File: src/rtl/line_window_3x3_pkg.sv
// Shared defaults and window indexing helper for the 3x3 window pipeline.
//   PIX_W_DEF / IMG_W_DEF / IMG_H_DEF : default pixel width and image size
//   win_off(pix_w, r, c)              : bit offset of window element (r,c)
package line_window_3x3_pkg;

  localparam int unsigned PIX_W_DEF = 8;
  localparam int unsigned IMG_W_DEF = 128;
  localparam int unsigned IMG_H_DEF = 128;

  // r=0 is the oldest row, c=0 the oldest column
  function automatic int unsigned win_off(input int unsigned pix_w,
                                          input int unsigned r,
                                          input int unsigned c);
    return pix_w * (3 * r + c);
  endfunction

endpackage

File: src/rtl/line_window_3x3_pixel_xy_counter.sv
// Image column/row counter with wrap, synchronous clear and last-pixel flag.
//   clk, rst      : clock, async active-low reset
//   clear         : force position to (0,0) before this cycle's advance
//   advance       : one pixel accepted this cycle
//   col_c, row_c  : position of the pixel presented this cycle (after clear)
//   last_c        : that pixel is the final pixel of the frame
module pixel_xy_counter #(
  parameter int unsigned IMG_W = 128,
  parameter int unsigned IMG_H = 128
) (
  input  logic                       clk,
  input  logic                       rst,
  input  logic                       clear,
  input  logic                       advance,
  output logic [$clog2(IMG_W)-1:0]   col_c,
  output logic [$clog2(IMG_H)-1:0]   row_c,
  output logic                       last_c
);

  localparam int unsigned CW = $clog2(IMG_W);
  localparam int unsigned RW = $clog2(IMG_H);

  logic [CW-1:0] col_q;
  logic [RW-1:0] row_q;
  logic          col_end;
  logic          row_end;

  // clear acts before the increment so a simultaneous pixel is (0,0)
  assign col_c   = clear ? '0 : col_q;
  assign row_c   = clear ? '0 : row_q;
  assign col_end = (col_c == CW'(IMG_W - 1));
  assign row_end = (row_c == RW'(IMG_H - 1));
  assign last_c  = col_end && row_end;

  // position registers
  always_ff @(posedge clk or negedge rst) begin
    if (!rst) begin
      col_q <= '0;
      row_q <= '0;
    end else if (advance) begin
      if (col_end) begin
        col_q <= '0;
        row_q <= row_end ? '0 : row_c + RW'(1);
      end else begin
        col_q <= col_c + CW'(1);
        row_q <= row_c;
      end
    end else if (clear) begin
      col_q <= '0;
      row_q <= '0;
    end
  end

endmodule

File: src/rtl/line_window_3x3.sv
// Sliding 3x3 window assembled from three vertically aligned row taps.
//   clk, rst            : clock, async active-low reset
//   start_i             : frame restart (pixel this cycle becomes (0,0))
//   valid_i             : a pixel column is present on data*_i
//   data0_i/1_i/2_i     : current line, one above, two above
//   window_o            : element (r,c) at [PIX_W*(3r+c) +: PIX_W]
//   win_valid_o         : window_o lies fully inside the image
//   col_o, row_o        : window centre, held between valid windows
//   frame_done_o        : last pixel of the frame accepted
module line_window_3x3
  import line_window_3x3_pkg::*;
#(
  parameter int unsigned IMG_W = IMG_W_DEF,
  parameter int unsigned IMG_H = IMG_H_DEF,
  parameter int unsigned PIX_W = PIX_W_DEF
) (
  input  logic                     clk,
  input  logic                     rst,
  input  logic                     start_i,
  input  logic                     valid_i,
  input  logic [PIX_W-1:0]         data0_i,
  input  logic [PIX_W-1:0]         data1_i,
  input  logic [PIX_W-1:0]         data2_i,
  output logic [9*PIX_W-1:0]       window_o,
  output logic                     win_valid_o,
  output logic [$clog2(IMG_W)-1:0] col_o,
  output logic [$clog2(IMG_H)-1:0] row_o,
  output logic                     frame_done_o
);

  localparam int unsigned CW = $clog2(IMG_W);
  localparam int unsigned RW = $clog2(IMG_H);
  localparam int unsigned P  = PIX_W;

  logic [CW-1:0]      cur_col;
  logic [RW-1:0]      cur_row;
  logic               last_c;
  logic               win_ok_c;
  logic [9*P-1:0]     window_next;

  pixel_xy_counter #(
    .IMG_W (IMG_W),
    .IMG_H (IMG_H)
  ) u_xy (
    .clk     (clk),
    .rst     (rst),
    .clear   (start_i),
    .advance (valid_i),
    .col_c   (cur_col),
    .row_c   (cur_row),
    .last_c  (last_c)
  );

  // per row: drop oldest column, new pixel becomes c2 (row 0 takes data2)
  assign window_next = {data0_i, window_o[9*P-1:7*P],
                        data1_i, window_o[6*P-1:4*P],
                        data2_i, window_o[3*P-1:P]};

  // cols/rows 0 and 1 of each line never complete a window, which also
  // keeps stale columns from the previous line out of valid beats
  assign win_ok_c = valid_i && (cur_col >= CW'(2)) && (cur_row >= RW'(2));

  // window shift array and registered status
  always_ff @(posedge clk or negedge rst) begin
    if (!rst) begin
      window_o     <= '0;
      win_valid_o  <= 1'b0;
      col_o        <= '0;
      row_o        <= '0;
      frame_done_o <= 1'b0;
    end else begin
      win_valid_o  <= win_ok_c;
      frame_done_o <= valid_i && last_c;
      if (valid_i) begin
        window_o <= window_next;
      end
      if (win_ok_c) begin
        col_o <= cur_col - CW'(1);
        row_o <= cur_row - RW'(1);
      end
    end
  end

endmodule

File: config.mk
export PLATFORM = sky130hd
export DESIGN_NAME = line_window_3x3
export DESIGN_NICKNAME = d
export VERILOG_FILES = /design/src/rtl/line_window_3x3_pkg.sv /design/src/rtl/line_window_3x3_pixel_xy_counter.sv /design/src/rtl/line_window_3x3.sv
export SDC_FILE = /design/constraint.sdc
export NUM_CORES = 1
export LEC_CHECK = 0
export CAP_MARGIN = 20
export CORE_ASPECT_RATIO = 1.1
export CORE_MARGIN = 5
export CORE_UTILIZATION = 52
export DETAILED_ROUTE_END_ITERATION = 6
export GPL_TIMING_DRIVEN = 1
export PLACE_DENSITY = 0.93
export SETUP_SLACK_MARGIN = 0.02
export SYNTH_ARGS = -nofsm -noshare
export SYNTH_HDL_FRONTEND = slang
export SYNTH_SLANG_ARGS = --single-unit
export TNS_END_PERCENT = 100
File: constraint.sdc
create_clock -name clk -period 5.21 [get_ports clk]
set_input_delay 0.7815 -clock clk [delete_from_list [all_inputs] [get_ports clk]]
set_output_delay 0.7815 -clock clk [all_outputs]
set_load 0.01 [all_outputs]
Word level (Yosys, flattened, before mapping)
Index checks and enable logic that the tools add are counted.
Operators by class
  div/mod/pow operators: 0
  shifts and indexed selects: 0
  mux-type cells: 7
  add/subtract/negate cells: 4
  bitwise operators: 0
  magnitude comparators: 2
  reduce and logical (&&, ||, !) cells: 4
  multiply operators: 0
  eq/ne operators: 2
Operators with widths (number)
  2-to-1 mux 7 bit: 7
  adder 7 x 1 -> 7 bit (second input constant): 2
  equality test 7 bit (second input constant): 2
  >= comparator 7 x 2 -> 1 bit (second input constant): 2
  subtractor 7 x 1 -> 7 bit (second input constant): 2
  logical AND 1 bit: 4
Word-level totals
  flip-flop bits (word level): 102
  bits in read-only memories: 0
  latch bits: 0
  memories kept: 0
  logic and storage cells: 26
  output and inout port bits: 88
  bits in writable memories: 0

Logic depth before layout (Yosys ltp)
  depth in word-level cells: 5
  depth in mapped cells: 10
  mapped depth without buffers: 8

Hierarchy
Synthesis repeated with hierarchy kept, for this count alone.
Second synthesis, totals
  cell total of the unflattened synthesis: 301
  area, all modules: 4331.7 µm²
Modules (own cells, without submodules)
  line_window_3x3: area an instance 3498.4 µm², times used 1, sequential area each 2202.1 µm², cells each 221
  pixel_xy_counter: area an instance 833.3 µm², times used 1, sequential area each 350.3 µm², cells each 80

Least setup slack after synthesis
No wires, ideal clock.
  path kind: input -> register
  from: input port start_i
  to: register col_o[0]
  setup slack: 2.539 ns
  path buffers: 3
  arrival: 2.546 ns
  stages on the path: 9
  path through: buf_2 > buf_1 > nor2b_1 > ha_1 > nand2_1 > a221oi_4 > nand2_4 > buf_6 > mux2_4
Between the ends
  cells in the longest elaborated chain, start to end: 4
Ends and longest elaborated chain
  from (decl): RTL line line_window_3x3.sv:19  | input logic start_i,
  2-to-1 mux 7 bit
  >= comparator 7 x 2 -> 1 bit: RTL line line_window_3x3.sv:61  | assign win_ok_c = valid_i && (cur_col >= CW'(2)) && (cur_row >= RW'(2));
  logical AND 1 bit (2 in series): RTL line line_window_3x3.sv:61
  to (signal assigned): RTL line line_window_3x3.sv:78  | col_o <= cur_col - CW'(1);
  to (decl): RTL line line_window_3x3.sv:26  | output logic [$clog2(IMG_W)-1:0] col_o,
Several ways; a longest one is shown, not always the timed one.
A chain may end at the register's enable or synchronous reset.

Final worst setup path
  from: input port start_i
  to: register col_o[5]
Same word-level chain as after synthesis.

==> metrics.yaml <==
status:
  status: "finished clean"
timing:
  max_freq_mhz: 328
  final.min_clock_period_ns: 3.05
  min_period_over_period: 0.585
  rsz0062_at_grt: "false"
  setup_slack_ns: 2.16
  fin_worst_skew_ns: 0.0124
  slew_violations: 0
  setup_violations: 0
  hold_viol_final: 0
  maxSlewHeadroom: 0.556
  tns_ns: 0
  tightest_slew_ns: 0.667
route:
  finalWirelength_mm: 9.47
  wl_per_cell_um: 17.2
  ant_nets: 0
  firstDrtPassIters: 4
  drt_iter0_markers: 96
  drc: 0
  via_per_inst: 5.30
  vias: 2916
placed_design:
  place_inst: 534
  dp_slack_ns: 1.81
  place_congestion: 0.879
  portBuffers: 115
  dp_hpwl_mm: 6.88
flow_run:
  maxCapViolCount: 0
floorplanning:
  initial_core_util: 0.527
  core_area_um2: 8280
  pin_count: 116
  dieArea_um2: 10300
  fp.dieW_um: 97.3
  die_y_um: 106
  rows: 35
power:
  p_int_w: 0.00131
  seq_power_share: 0.519
  swShare: 0.279
  combinationalPowerShare: 0.224
  p_per_area_nw_per_um2: 315
  clkPwrFrac: 0.257
  switching_power_w: 0.000506
  ir_drop_mv: 0.268
  p_leak_nw: 2.52
min_path:
  worstHoldPathType: "primary input to asynchronous set/reset pin"
synthesis:
  synthCells: 321
  ys_seq_elements: 102
  avgSynthCellArea_um2: 13.6
  ys_seq_area_frac: 0.585
  synth_cell_types: 40
  syn_nets: 355
  yosysTopAreaCell: "dfrtp_1"
  ys.warnings.count: 0
  synth_top_area_share: 0.585
  netlist_top_cells_area: "dfrtp_1 (59%), mux2_2 (19%), xnor2_1 (2.6%), ha_1 (1.7%), mux2_4 (1.7%)"
  syn_area_um2: 4360
cts:
  clock_path_buffers: 2
  clk_latency_ns: 0.36
  numCtsBuffers: 9
  cts_tree: "yes"
  cts.sinks: 102
  cts.clk_slew.worst_paths_ns: 0.10
  cts_resized: 0
  htree_levels: 3
  cts_hold_buf: 0
  cts_setup_buffers: 0
  cts_root_buffer: "clkbuf_8"
finish:
  syn_to_final_growth_pct: 32.3
  fill_cells: 561
  layout-drive-gt1-share: 0.239
  n_antenna_cell: 0
  stdcell_count: 550
  nets: 468
  multiInputGateArea_um2: 1680
  regArea_um2: 2550
worst_setup_path:
  crit_path_start_kind: "primary input"
  critPathRequiredTime_ns: 5.45
  critPathMaxFanout: 24
  rrSetupSlack_ns: 3.01
  worstSetupPathType: "primary input to register"
  setup.worst_path.end_class: "register"
  reg2reg_from: "u_xy.col_q[1]"
  arrival_ns: 3.29
  regToRegEndpoint: "col_o[5]"
  rr_worst_depth: 6
grt:
  grt.total_usage: 0.192
  grt_pass1_wl_mm: 15.9
  grt_max_degree: 55
  grt-ovfl-total: 0
  grt_pass1_vias: 3136
  antenna_found_initial: 0
[worst max-delay path by stage]
stage / start / to / slack, ns
after floorplan: start_i / col_o[0] / 2.54
after global placement: start_i / row_o[0] / 1.93
after detailed placement: start_i / col_o[1] / 1.81
after CTS: start_i / col_o[5] / 2.20
after global routing: start_i / col_o[5] / 2.04
final: start_i / col_o[5] / 2.16
[routing by layer]
layer	track usage	vias up	routed length, um	part of all wire
li1	-	1346	-	-
met1	0.229	1456	3810	0.40
met2	0.315	104	4630	0.49
met3	0.0951	10	899	0.095
met4	0.0445	0	121	0.013
met5	0	-	0	0
[power groups by stage]
stage | combinational [W] | sequential (W) | clock, W
6_report | 0.000407 | 0.000942 | 0.000467
2_1_floorplan | 0.000122 | 0.000990 | 0
4_1_cts | 0.000414 | 0.000944 | 0.000479
3_5_place_dp | 0.000411 | 0.000959 | 0
5_1_grt | 0.000437 | 0.000958 | 0.000518
3_3_place_gp | 0.000402 | 0.000951 | 0
[synth_stat cells, drive strengths merged]
| library cell | number |
|---|---|
| nand2 | 15 |
| a32o | 1 |
| nor2b | 7 |
| nand3b | 2 |
| mux2i | 7 |
| o22ai | 1 |
| nor3 | 12 |
| buf | 11 |
| o311ai | 1 |
| a41oi | 2 |
| o21ai | 2 |
| a21oi | 6 |
| a21o | 1 |
| or3 | 1 |
| nor4 | 4 |
| and3 | 2 |
| inv | 14 |
| nand4 | 4 |
| nand4b | 1 |
| dfrtp | 102 |
| xor2 | 1 |
| a221oi | 1 |
| mux2 | 79 |
| ha | 6 |
| or2 | 1 |
| nand2b | 2 |
| clkbuf | 5 |
| nor2 | 11 |
| o31ai | 1 |
| a211oi | 1 |
| nand3 | 1 |
| a31oi | 3 |
| xnor2 | 13 |
[placed cells by master (no fill, tap or decap), drive strengths merged, types with 2 or more instances in the layout]
| cell type | n |
|---|---|
| ha | 6 |
| nor3 | 12 |
| clkdlybuf4s50 | 113 |
| buf | 5 |
| nand4 | 4 |
| clkinv | 2 |
| a21oi | 6 |
| nor4 | 4 |
| nor2 | 11 |
| nand3b | 2 |
| inv | 16 |
| mux2i | 7 |
| xnor2 | 13 |
| clkbuf | 10 |
| and3 | 2 |
| clkinvlp | 2 |
| a31oi | 3 |
| mux2 | 79 |
| nand2 | 15 |
| nand2b | 2 |
| o21ai | 2 |
| nor2b | 7 |
| dfrtp | 102 |
| a41oi | 2 |
[cells by family (layout without fill, tap and decap cells)]
| logic type | Yosys count | after routing | synth area share |
|---|---|---|---|
| adders and majority gates | 6 | 6 | 0.0172 |
| xor gates and xnor gates | 14 | 14 | 0.0281 |
| DFF | 102 | 102 | 0.585 |
| and+or+nand+nor | 63 | 63 | 0.0809 |
| muxes | 86 | 86 | 0.224 |
| buffers and inverters | 30 | 148 | 0.0301 |
| AOI/OAI and AO/OA | 20 | 20 | 0.0344 |
[sequential cells by signal, summed over array words and instances (netlist names)]
register / flops
col_o: 7
frame_done_o: 1
row_o: 7
u_xy.col_q: 7
u_xy.row_q: 7
win_valid_o: 1
window_o: 72
[worst max-delay path: stages]
cell	delay (ns)
clkdlybuf4s50_1	0.46
buf_4	0.25
inv_1	0.19
nand2_1	0.22
ha_1	0.21
nand2_1	0.10
a221oi_4	0.49
nand2_4	0.24
mux2_4	0.35
[final cells by class]
type	instances	share of cell area
multi-input cells	189	0.291
flip-flops and latches	102	0.442
clock buffers	10	0.0221
repair buffers	118	0.202
clock inverters	6	0.00954
well taps	111	0.0241
inverters	14	0.00910
[through the flow]
stage	utilization	cell area [um^2]	hold WS, ns	total power [W]
floorplan	-	4360	0.486	0.00111
CTS	0.697	5770	0.424	0.00184
finish	0.697	5770	0.425	0.00182
global route	0.697	5770	0.454	0.00191
detailed placement	0.675	5590	0.495	0.00137
global placement	0.675	5590	0.489	0.00135
Power figures use the tool's default switching activity.
